===== src/rtl/fetch_seq_if.sv =====
// Instruction-memory fetch channel: req/ready request handshake plus an
// rvalid/rdata response that may arrive with the accept or later.
interface fetch_seq_if;
    logic        req;
    logic [31:0] addr;
    logic        ready;
    logic        rvalid;
    logic [31:0] rdata;

    modport master (output req, addr, input ready, rvalid, rdata);
    modport slave  (input req, addr, output ready, rvalid, rdata);
endinterface


===== src/rtl/fetch_seq.sv =====
// Multi-cycle fetch/execute sequencer: owns the PC, fetches one instruction at a
// time, pulses reg_we for the single EXEC cycle and halts sticky on ebreak.
// Optional build macro FETCH_TIMEOUT_EN adds a FETCH+WAIT stall timeout that
// parks the sequencer in a sticky error state.
module fetch_seq #(
    parameter logic [31:0] RESET_PC    = 32'h8000_0000,
    parameter int          PC_STEP     = 4,
    parameter int          TIMEOUT_CYC = 255,
    parameter int          TIMEOUT_W   = 8
) (
    input  logic               clk,
    input  logic               rst,
    fetch_seq_if.master        imem,
    input  logic               jump_en,
    input  logic [31:0]        jump_tgt,
    output logic [31:0]        inst,
    output logic [31:0]        pc,
    output logic               reg_we,
    output logic               halt,
    output logic               err
);

    localparam logic [31:0] EBREAK = 32'h0010_0073;

    typedef enum logic [2:0] {
        S_IDLE, S_FETCH, S_WAIT, S_EXEC, S_HALT, S_ERR
    } state_t;

    state_t state_q, state_n;
    logic   timeout_hit;

    // Counter must be able to hold the terminal count.
    if (TIMEOUT_CYC >= (1 << TIMEOUT_W)) begin : g_bad_cfg
        $error("fetch_seq: TIMEOUT_CYC does not fit in TIMEOUT_W bits");
    end

    // State register.
    always_ff @(posedge clk or negedge rst) begin
        if (!rst) state_q <= S_IDLE;
        else      state_q <= state_n;
    end

    // Next-state logic; a completed fetch wins over a coincident timeout.
    always_comb begin
        state_n = state_q;
        case (state_q)
            S_IDLE:  state_n = S_FETCH;
            S_FETCH: begin
                if (imem.ready && imem.rvalid) state_n = S_EXEC;
                else if (timeout_hit)          state_n = S_ERR;
                else if (imem.ready)           state_n = S_WAIT;
            end
            S_WAIT: begin
                if (imem.rvalid)      state_n = S_EXEC;
                else if (timeout_hit) state_n = S_ERR;
            end
            S_EXEC:  state_n = (inst == EBREAK) ? S_HALT : S_FETCH;
            S_HALT:  state_n = S_HALT;
            S_ERR:   state_n = S_ERR;
            default: state_n = S_IDLE;
        endcase
    end

    // Outputs decode registered state/inst only, so no input reaches them combinationally.
    always_comb begin
        imem.req = 1'b0;
        reg_we   = 1'b0;
        case (state_q)
            S_FETCH: imem.req = 1'b1;
            S_EXEC:  reg_we   = (inst != EBREAK);
            default: ;
        endcase
    end

    assign imem.addr = pc;

    // PC, instruction latch and sticky halt.
    always_ff @(posedge clk or negedge rst) begin
        if (!rst) begin
            pc   <= RESET_PC;
            inst <= '0;
            halt <= 1'b0;
        end else begin
            case (state_q)
                S_FETCH: if (imem.ready && imem.rvalid) inst <= imem.rdata;
                S_WAIT:  if (imem.rvalid)               inst <= imem.rdata;
                S_EXEC: begin
                    if (inst == EBREAK) halt <= 1'b1;
                    else if (jump_en)   pc   <= {jump_tgt[31:2], 2'b00};
                    else                pc   <= pc + 32'(PC_STEP);
                end
                default: ;
            endcase
        end
    end

`ifdef FETCH_TIMEOUT_EN
    localparam logic [TIMEOUT_W-1:0] TO_LAST = TIMEOUT_W'(TIMEOUT_CYC - 1);

    logic [TIMEOUT_W-1:0] cnt_q;
    logic                 err_q;

    // Timeout fires on the cycle whose increment would reach TIMEOUT_CYC.
    assign timeout_hit = (cnt_q == TO_LAST);
    assign err         = err_q;

    // Stall counter across FETCH+WAIT; cleared whenever the fetch completes.
    always_ff @(posedge clk or negedge rst) begin
        if (!rst) begin
            cnt_q <= '0;
            err_q <= 1'b0;
        end else begin
            if ((state_q == S_FETCH || state_q == S_WAIT) && state_n != S_EXEC)
                cnt_q <= cnt_q + 1'b1;
            else
                cnt_q <= '0;
            if (state_n == S_ERR) err_q <= 1'b1;
        end
    end
`else
    assign timeout_hit = 1'b0;
    assign err         = 1'b0;
`endif

endmodule


===== src/flat_wrapper.sv =====
// flat-port wrapper written by rule: the top's interface ports become plain ports
module fetch_seq_flat 
#(
    parameter logic [31:0] RESET_PC    = 32'h8000_0000,
    parameter int          PC_STEP     = 4,
    parameter int          TIMEOUT_CYC = 255,
    parameter int          TIMEOUT_W   = 8
)
  (clk, rst, jump_en, jump_tgt, inst, pc, reg_we, halt, err, imem_req, imem_addr, imem_ready, imem_rvalid, imem_rdata);
  fetch_seq_if imem_i ();
  input  logic clk;
  input  logic rst;
  input  logic jump_en;
  input  logic [31:0] jump_tgt;
  output logic [31:0] inst;
  output logic [31:0] pc;
  output logic reg_we;
  output logic halt;
  output logic err;
  output wire logic [$bits(imem_i.req)-1:0] imem_req;
  output wire logic [$bits(imem_i.addr)-1:0] imem_addr;
  input wire logic [$bits(imem_i.ready)-1:0] imem_ready;
  input wire logic [$bits(imem_i.rvalid)-1:0] imem_rvalid;
  input wire logic [$bits(imem_i.rdata)-1:0] imem_rdata;
  assign imem_req = imem_i.req;
  assign imem_addr = imem_i.addr;
  assign imem_i.ready = imem_ready;
  assign imem_i.rvalid = imem_rvalid;
  assign imem_i.rdata = imem_rdata;
  fetch_seq #(.RESET_PC(RESET_PC), .PC_STEP(PC_STEP), .TIMEOUT_CYC(TIMEOUT_CYC), .TIMEOUT_W(TIMEOUT_W)) u_core (.clk(clk), .rst(rst), .imem(imem_i), .jump_en(jump_en), .jump_tgt(jump_tgt), .inst(inst), .pc(pc), .reg_we(reg_we), .halt(halt), .err(err));
endmodule

===== config.mk =====
export PLATFORM = sky130hd
export DESIGN_NAME = fetch_seq_flat
export DESIGN_NICKNAME = d
export VERILOG_FILES = /design/src/rtl/fetch_seq_if.sv /design/src/rtl/fetch_seq.sv /design/src/flat_wrapper.sv
export SDC_FILE = /design/constraint.sdc
export NUM_CORES = 1
export LEC_CHECK = 0
export CAP_MARGIN = 20
export CORE_MARGIN = 2
export CORE_UTILIZATION = 40
export DETAILED_ROUTE_END_ITERATION = 8
export DONT_BUFFER_PORTS = 1
export GPL_ROUTABILITY_DRIVEN = 0
export PLACE_DENSITY = 0.58
export SLEW_MARGIN = 10
export SYNTH_ARGS = -nofsm -noshare
export SYNTH_HDL_FRONTEND = slang
export SYNTH_SLANG_ARGS = --single-unit

===== constraint.sdc =====
create_clock -name clk -period 1.9 [get_ports clk]
set_input_delay 0.285 -clock clk [delete_from_list [all_inputs] [get_ports clk]]
set_output_delay 0.285 -clock clk [all_outputs]
set_load 0.01 [all_outputs]

Word-level counts from Yosys, hierarchy flattened
Index checks and enable logic that the tools add are counted.

operators by class
  equality and inequality tests = 10
  muxes and demuxes = 11
  reduce and logical (&&, ||, !) cells = 7
  bitwise gates (word level) = 1
  $add $sub $neg = 1

operator list
  cell                     count
  $mux W32                 3
  $pmux W32 S2             1
  $add A32 B3 Y32 const B  1
  $eq A32 B21 Y1 const B   1
  $ne A32 B21 Y1 const B   1
  $pmux W3 S6              1
  $mux W3                  4
  $eq A3 B2 Y1 const B     2
  $eq A3 B3 Y1 const B     2
  $reduce_and A2 Y1        3
  $eq A3 B1 Y1 const B     1
  $logic_not A3 Y1         1
  $ne A3 B2 Y1 const B     1
  $reduce_and A3 Y1        1
  $mux W1                  2
  $ne A2 B1 Y1 const B     1
  $ne A2 B2 Y1 const B     1
  $reduce_bool A2 Y1       1
  $logic_and A1 B1 Y1      1
  $not A1 Y1               1

word-level totals
  output and inout port bits = 100
  input bits = 69
  word-level logic and storage cells = 34
  register bits = 68

Logic depth before layout (Yosys ltp)
  word-level depth = 3
  mapped depth = 7
  gate-level depth less buffers = 6

Least setup slack after synthesis
OpenSTA, ideal clock, no wires.

  path type = register -> register
  start point = reg u_core.pc[2], in the netlist u_core.imem.addr[2]
  end point = reg u_core.pc[16], in the netlist u_core.imem.addr[16]
  setup time = 0.121 ns
  period minus slack after synthesis = 1.907 ns
  required time = 1.779 ns
  arrival time = 1.786 ns
  slack = -0.007 ns
  cell stages (with the launch flop) = 7
  buffers on the path = 1
  cells stage by stage = dfrtp_1 ha_1 nand3_1 nor4_1 buf_2 o21ai_0 a22o_1

on the way
  cells in the longest elaborated chain, start to end = 2

RTL lines
  element                   line             RTL
  start: declaration        fetch_seq.sv:17  output logic [31:0] pc,
  start signal: assignment  fetch_seq.sv:89  else if (jump_en) pc <= {jump_tgt[31:2], 2'b00};
  start signal: assignment  fetch_seq.sv:90  else pc <= pc + 32'(PC_STEP);
  $add A32 B3 Y32           fetch_seq.sv:90
  $mux W32                  fetch_seq.sv:89

Every way passes these cells.
A chain may end at the register's enable or synchronous reset.

Final worst setup path
  start point = reg u_core.inst[25]
  end point = out reg_we

on the way
  cells in the longest elaborated chain, start to end = 2

RTL lines
  element                   line                RTL
  start: declaration        fetch_seq.sv:16     output logic [31:0] inst,
  start signal: assignment  fetch_seq.sv:85     S_FETCH: if (imem.ready && imem.rvalid) inst <= imem.rdata;
  start signal: assignment  fetch_seq.sv:86     S_WAIT: if (imem.rvalid) inst <= imem.rdata;
  $ne A32 B21 Y1            fetch_seq.sv:70     S_EXEC: reg_we = (inst != EBREAK);
  $mux W1                   fetch_seq.sv:68     case (state_q)
  end: declaration          flat_wrapper.sv:17  output logic reg_we;

Every way passes these cells.

==> impl_table.tex <==
\begin{tabular}{lr}
\hline
Metric & Value \\
\hline
\multicolumn{2}{l}{\textbf{Place}} \\
\quad Number of buffer cells added on primary ports & 0 \\
\quad Instance count after placement with tap cells included & 498 \\
\quad Sum of net half-perimeters after detailed placement & 6.762 mm \\
\quad Worst slack at placement & -0.009140 ns \\
\multicolumn{2}{l}{\textbf{Route}} \\
\quad Number of DRC violations after detailed routing & 0 \\
\quad Via total after detailed routing & 3060 \\
\quad Mean routed wirelength per cell & 18.94 um \\
\quad Detailed-route vias per instance & 5.817 \\
\quad Antenna Violating Nets Remaining & 0 \\
\quad Drt first pass iters & 5 \\
\quad Total Routed Length & 9.964 mm \\
\quad Initial DRC Count & 98 \\
\multicolumn{2}{l}{\textbf{Critical path}} \\
\quad Crit path required time & 1.62 ns \\
\quad Cells on worst reg2reg path & 9 \\
\quad Type of element capturing the critical path & output port \\
\quad Critical path launch point type & flip-flop \\
\quad Terminus of the critical flop-to-flop path & u\_core.imem.addr[31] \\
\quad Critical Setup Path Class & flip-flop to output port \\
\quad Worst path arrival time & 1.69 ns \\
\quad Launch point of the worst reg-to-reg path & u\_core.inst[25] \\
\quad Worst reg-to-reg setup slack & -0.03 ns \\
\quad CP Max Fanout & 2 \\
\multicolumn{2}{l}{\textbf{Finish}} \\
\quad Antenna diode count & 0 \\
\quad Final cell utilization of the core & 0.5110 \\
\quad Synth-to-layout area growth & 23.54\% \\
\quad Share of final-layout standard cells stronger than drive strength 1 & 0.3828 \\
\quad Net count of the finished layout & 483 \\
\quad Final Instance Count excl. Fillers & 526 \\
\quad Fillers & 800 \\
\multicolumn{2}{l}{\textbf{Die}} \\
\quad Starting utilization of the core area & 0.4136 \\
\quad Ports placed on the boundary & 169 \\
\quad Row count & 34 \\
\quad Die width & 99.20 um \\
\quad Die boundary height & 99.20 um \\
\quad Placeable core area & 8763 um2 \\
\quad Die outline area & 9840 um2 \\
\multicolumn{2}{l}{\textbf{Timing}} \\
\quad Total Neg Setup Slack & -0.1062 ns \\
\quad Post-route worst setup slack & -0.07274 ns \\
\quad Final critical-path share of the clock period & 1.038 \\
\quad RSZ-0062 raised after global routing & yes \\
\quad Number of endpoints failing setup at the final stage & 2 \\
\quad Final critical delay including setup and external delays & 1.973 ns \\
\quad Clock tree skew after final layout & 0.01158 ns \\
\quad Hold slack & 0.09446 ns \\
\quad Hold Violations, Final & 0 \\
\quad Number of pins exceeding their max-slew limit in the final report & 0 \\
\quad Max Freq & 506.9 MHz \\
\multicolumn{2}{l}{\textbf{Min path}} \\
\quad Type of the tightest min-delay check & primary input to flip-flop \\
\quad Startpoint of the tightest hold check path & imem\_rdata[24] \\
\quad Number of instances on the worst hold path & 1 \\
\quad End point of the most critical hold path & u\_core.inst[24] \\
\multicolumn{2}{l}{\textbf{Global routing}} \\
\quad First-pass GRT wire length & 15.48 mm \\
\quad Largest net degree at the start of global routing & 67 \\
\quad Number of global-route vias before repair & 3041 \\
\quad GRT Overall Usage & 0.1961 \\
\quad GRT overflow & 0 \\
\quad Antenna violations before repair & 0 \\
\multicolumn{2}{l}{\textbf{Synthesis}} \\
\quad Sequential cell area fraction in the yosys report & 0.4560 \\
\quad Number of synthesized register bits & 66 \\
\quad Synth warn & 0 \\
\quad Share of the synthesized area in the top cell type & 0.4487 \\
\quad Most frequent cell after synthesis & sky130\_fd\_sc\_hd\_\_dfrtp\_1 \\
\quad Top flip-flop cell by instance count after synthesis & sky130\_fd\_sc\_hd\_\_dfrtp\_1 \\
\quad Number of flops mapped to enable cells by yosys & 0 \\
\quad Cell area after synthesis & 3625 um2 \\
\quad Top post-synthesis cells by count & 65 x sky130\_fd\_sc\_hd\_\_dfrtp\_1, 40 x sky130\_fd\_sc\_hd\_\_a21oi\_1, 35 x sky130\_fd\_sc\_hd\_\_buf\_4 \\
\quad Mean area per synthesized cell & 9.850 um2 \\
\quad Unique masters post-synth & 52 \\
\quad Synth Instances & 368 \\
\quad Cell type with the largest total area after synthesis & sky130\_fd\_sc\_hd\_\_dfrtp\_1 \\
\quad Fraction of synthesis flops using an asynchronous set or reset pin & 1.000 \\
\quad Biggest area contributors in the synthesized netlist & sky130\_fd\_sc\_hd\_\_dfrtp\_1 45\%, sky130\_fd\_sc\_hd\_\_mux2\_2 9.9\%, sky130\_fd\_sc\_hd\_\_buf\_4 7.2\% \\
\multicolumn{2}{l}{\textbf{Pwr}} \\
\quad Power density over the cells & 1732 nW/um2 \\
\quad Fraction of power consumed by combinational cells & 0.490 \\
\quad Peak ir drop on the vdd network & 766.9 uV \\
\quad Switching power & 0.003116 W \\
\quad Internal power component & 0.004640 W \\
\quad Clock network fraction of total power & 0.171 \\
\quad Seq pwr share & 0.340 \\
\quad Leakage component of the power & 1.865 nW \\
\quad Switching share of power & 0.4018 \\
\multicolumn{2}{l}{\textbf{Status}} \\
\quad Violations in the final reports & negative setup slack \\
\quad Result of the run & finished with violations \\
\multicolumn{2}{l}{\textbf{Clock tree}} \\
\quad Maximum buffer depth of the clock tree & 2 \\
\quad Clock insertion delay at the later pin of the skew report & 0.34 ns \\
\quad Number of buffers added by the clock tree synthesis step & 9 \\
\quad TritonCTS clock tree & yes \\
\quad Clk root buf & sky130\_fd\_sc\_hd\_\_clkbuf\_8 \\
\quad Sink count of the clock tree & 66 \\
\quad H-Tree Depth & 3 \\
\quad Clock transition time at the flip-flop clock pins of the worst setup and hold paths & 0.07 ns \\
\multicolumn{2}{l}{\textbf{Run}} \\
\quad Max-capacitance violation count & 0 \\
\hline
\end{tabular}
[cells in the final DEF (no fill, tap or decap), types with 2 or more instances in the layout]
master and count:
sky130_fd_sc_hd__a21oi_1 37, sky130_fd_sc_hd__a21oi_2 3, sky130_fd_sc_hd__a22oi_1 4, sky130_fd_sc_hd__a31o_2 3, sky130_fd_sc_hd__a31oi_1 3, sky130_fd_sc_hd__a32oi_1 2, sky130_fd_sc_hd__a41o_1 2, sky130_fd_sc_hd__and2_1 3
sky130_fd_sc_hd__and4_1 4, sky130_fd_sc_hd__buf_12 3, sky130_fd_sc_hd__buf_4 80, sky130_fd_sc_hd__buf_6 2, sky130_fd_sc_hd__bufinv_16 2, sky130_fd_sc_hd__clkbuf_8 10, sky130_fd_sc_hd__clkinv_2 2, sky130_fd_sc_hd__conb_1 5
sky130_fd_sc_hd__dfrtp_1 65, sky130_fd_sc_hd__inv_1 5, sky130_fd_sc_hd__mux2_2 32, sky130_fd_sc_hd__nand2_1 19, sky130_fd_sc_hd__nand2b_1 3, sky130_fd_sc_hd__nand3_1 10, sky130_fd_sc_hd__nand3_2 2, sky130_fd_sc_hd__nand4_1 8
sky130_fd_sc_hd__nor2_1 17, sky130_fd_sc_hd__nor3_1 5, sky130_fd_sc_hd__nor4_1 6, sky130_fd_sc_hd__nor4_2 5, sky130_fd_sc_hd__nor4b_2 2, sky130_fd_sc_hd__o21ai_0 22, sky130_fd_sc_hd__o21ai_1 5, sky130_fd_sc_hd__o22a_1 2
sky130_fd_sc_hd__o22ai_1 8, sky130_fd_sc_hd__o2bb2ai_1 5, sky130_fd_sc_hd__or4_1 2
[power groups by stage]
| stage | clock network (W) | logic, W | registers, W |
|---|---|---|---|
| 5_1_grt | 0.00143 | 0.00413 | 0.00273 |
| 4_1_cts | 0.00136 | 0.00364 | 0.00262 |
| 3_3_place_gp | 0 | 0.00346 | 0.00258 |
| 3_5_place_dp | 0 | 0.00353 | 0.00260 |
| 6_report | 0.00132 | 0.00380 | 0.00264 |
| 2_1_floorplan | 0 | 0.00189 | 0.00308 |
[cell families (layout without fill, tap and decap cells)]
kind of cell	after synthesis	after routing	synth area share
AOI/OAI and AO/OA	107	107	0.1809
and+or+nand+nor	96	96	0.1509
DFF	66	66	0.4560
buffers and inverters	64	110	0.1056
muxes	33	33	0.1022
adders and majority gates	1	1	0.003451
other	1	5	0.001035
[area by class of cell]
| type | instances | area, um2 | area share |
|---|---|---|---|
| Clock buffer | 11 | 141.4 | 0.03157 |
| Clock inverter | 5 | 77.57 | 0.01732 |
| Inverter | 6 | 25.02 | 0.005588 |
| Multi-Input combinational cell | 242 | 1700 | 0.3797 |
| Sequential cell | 66 | 1653 | 0.3691 |
| Tap cell | 108 | 135.1 | 0.03018 |
| Timing Repair Buffer | 88 | 745.7 | 0.1665 |
[stage by stage]
step / total power [W] / instance area (um2)
after floorplan: 0.004970 / 3646
after global placement: 0.006036 / 4008
after detailed placement: 0.006129 / 4008
after CTS: 0.007624 / 4330
after global routing: 0.008289 / 4478
final: 0.007756 / 4478
[registers in the layout, summed over array words and instances (netlist names)]
name and flops:
u_core.state_q 3, u_core.halt 1, u_core.inst 32, u_core.imem.addr 30
[how the worst max path moves through the flow]
stage,cells after the start,startpoint,to
final,6,u_core.inst[25],reg_we
after global routing,9,u_core.inst[25],u_core.imem.addr[31]
after CTS,5,u_core.inst[22],reg_we
after detailed placement,7,u_core.inst[2],u_core.imem.addr[31]
after global placement,8,u_core.inst[25],u_core.imem.addr[31]
after floorplan,6,u_core.inst[18],reg_we
[worst max-delay path: stages (launching register included)]
cell and delay [ns]:
sky130_fd_sc_hd__dfrtp_1 0.39, sky130_fd_sc_hd__nor4_2 0.27, sky130_fd_sc_hd__buf_4 0.15, sky130_fd_sc_hd__nand4_1 0.13
sky130_fd_sc_hd__o21bai_2 0.22, sky130_fd_sc_hd__inv_4 0.07, sky130_fd_sc_hd__buf_6 0.12
[per-layer routing]
| layer | track usage | part of all wire |
|---|---|---|
| met1 | 0.2400 | 0.42 |
| met2 | 0.3264 | 0.48 |
| met3 | 0.08222 | 0.095 |
| met4 | 0.04004 | 0.0059 |
| met5 | 0 | 0 |
[repair_timing]
item,4_1_cts,5_1_grt
gates resized for setup,9,14
endpoints found under the setup margin,7,30
pin swaps,3,3
endpoints found under the hold margin,66,0
cloned,0,1
hold buffers,2,0
setup buffers,3,6
(Power assumes the default switching activity.)
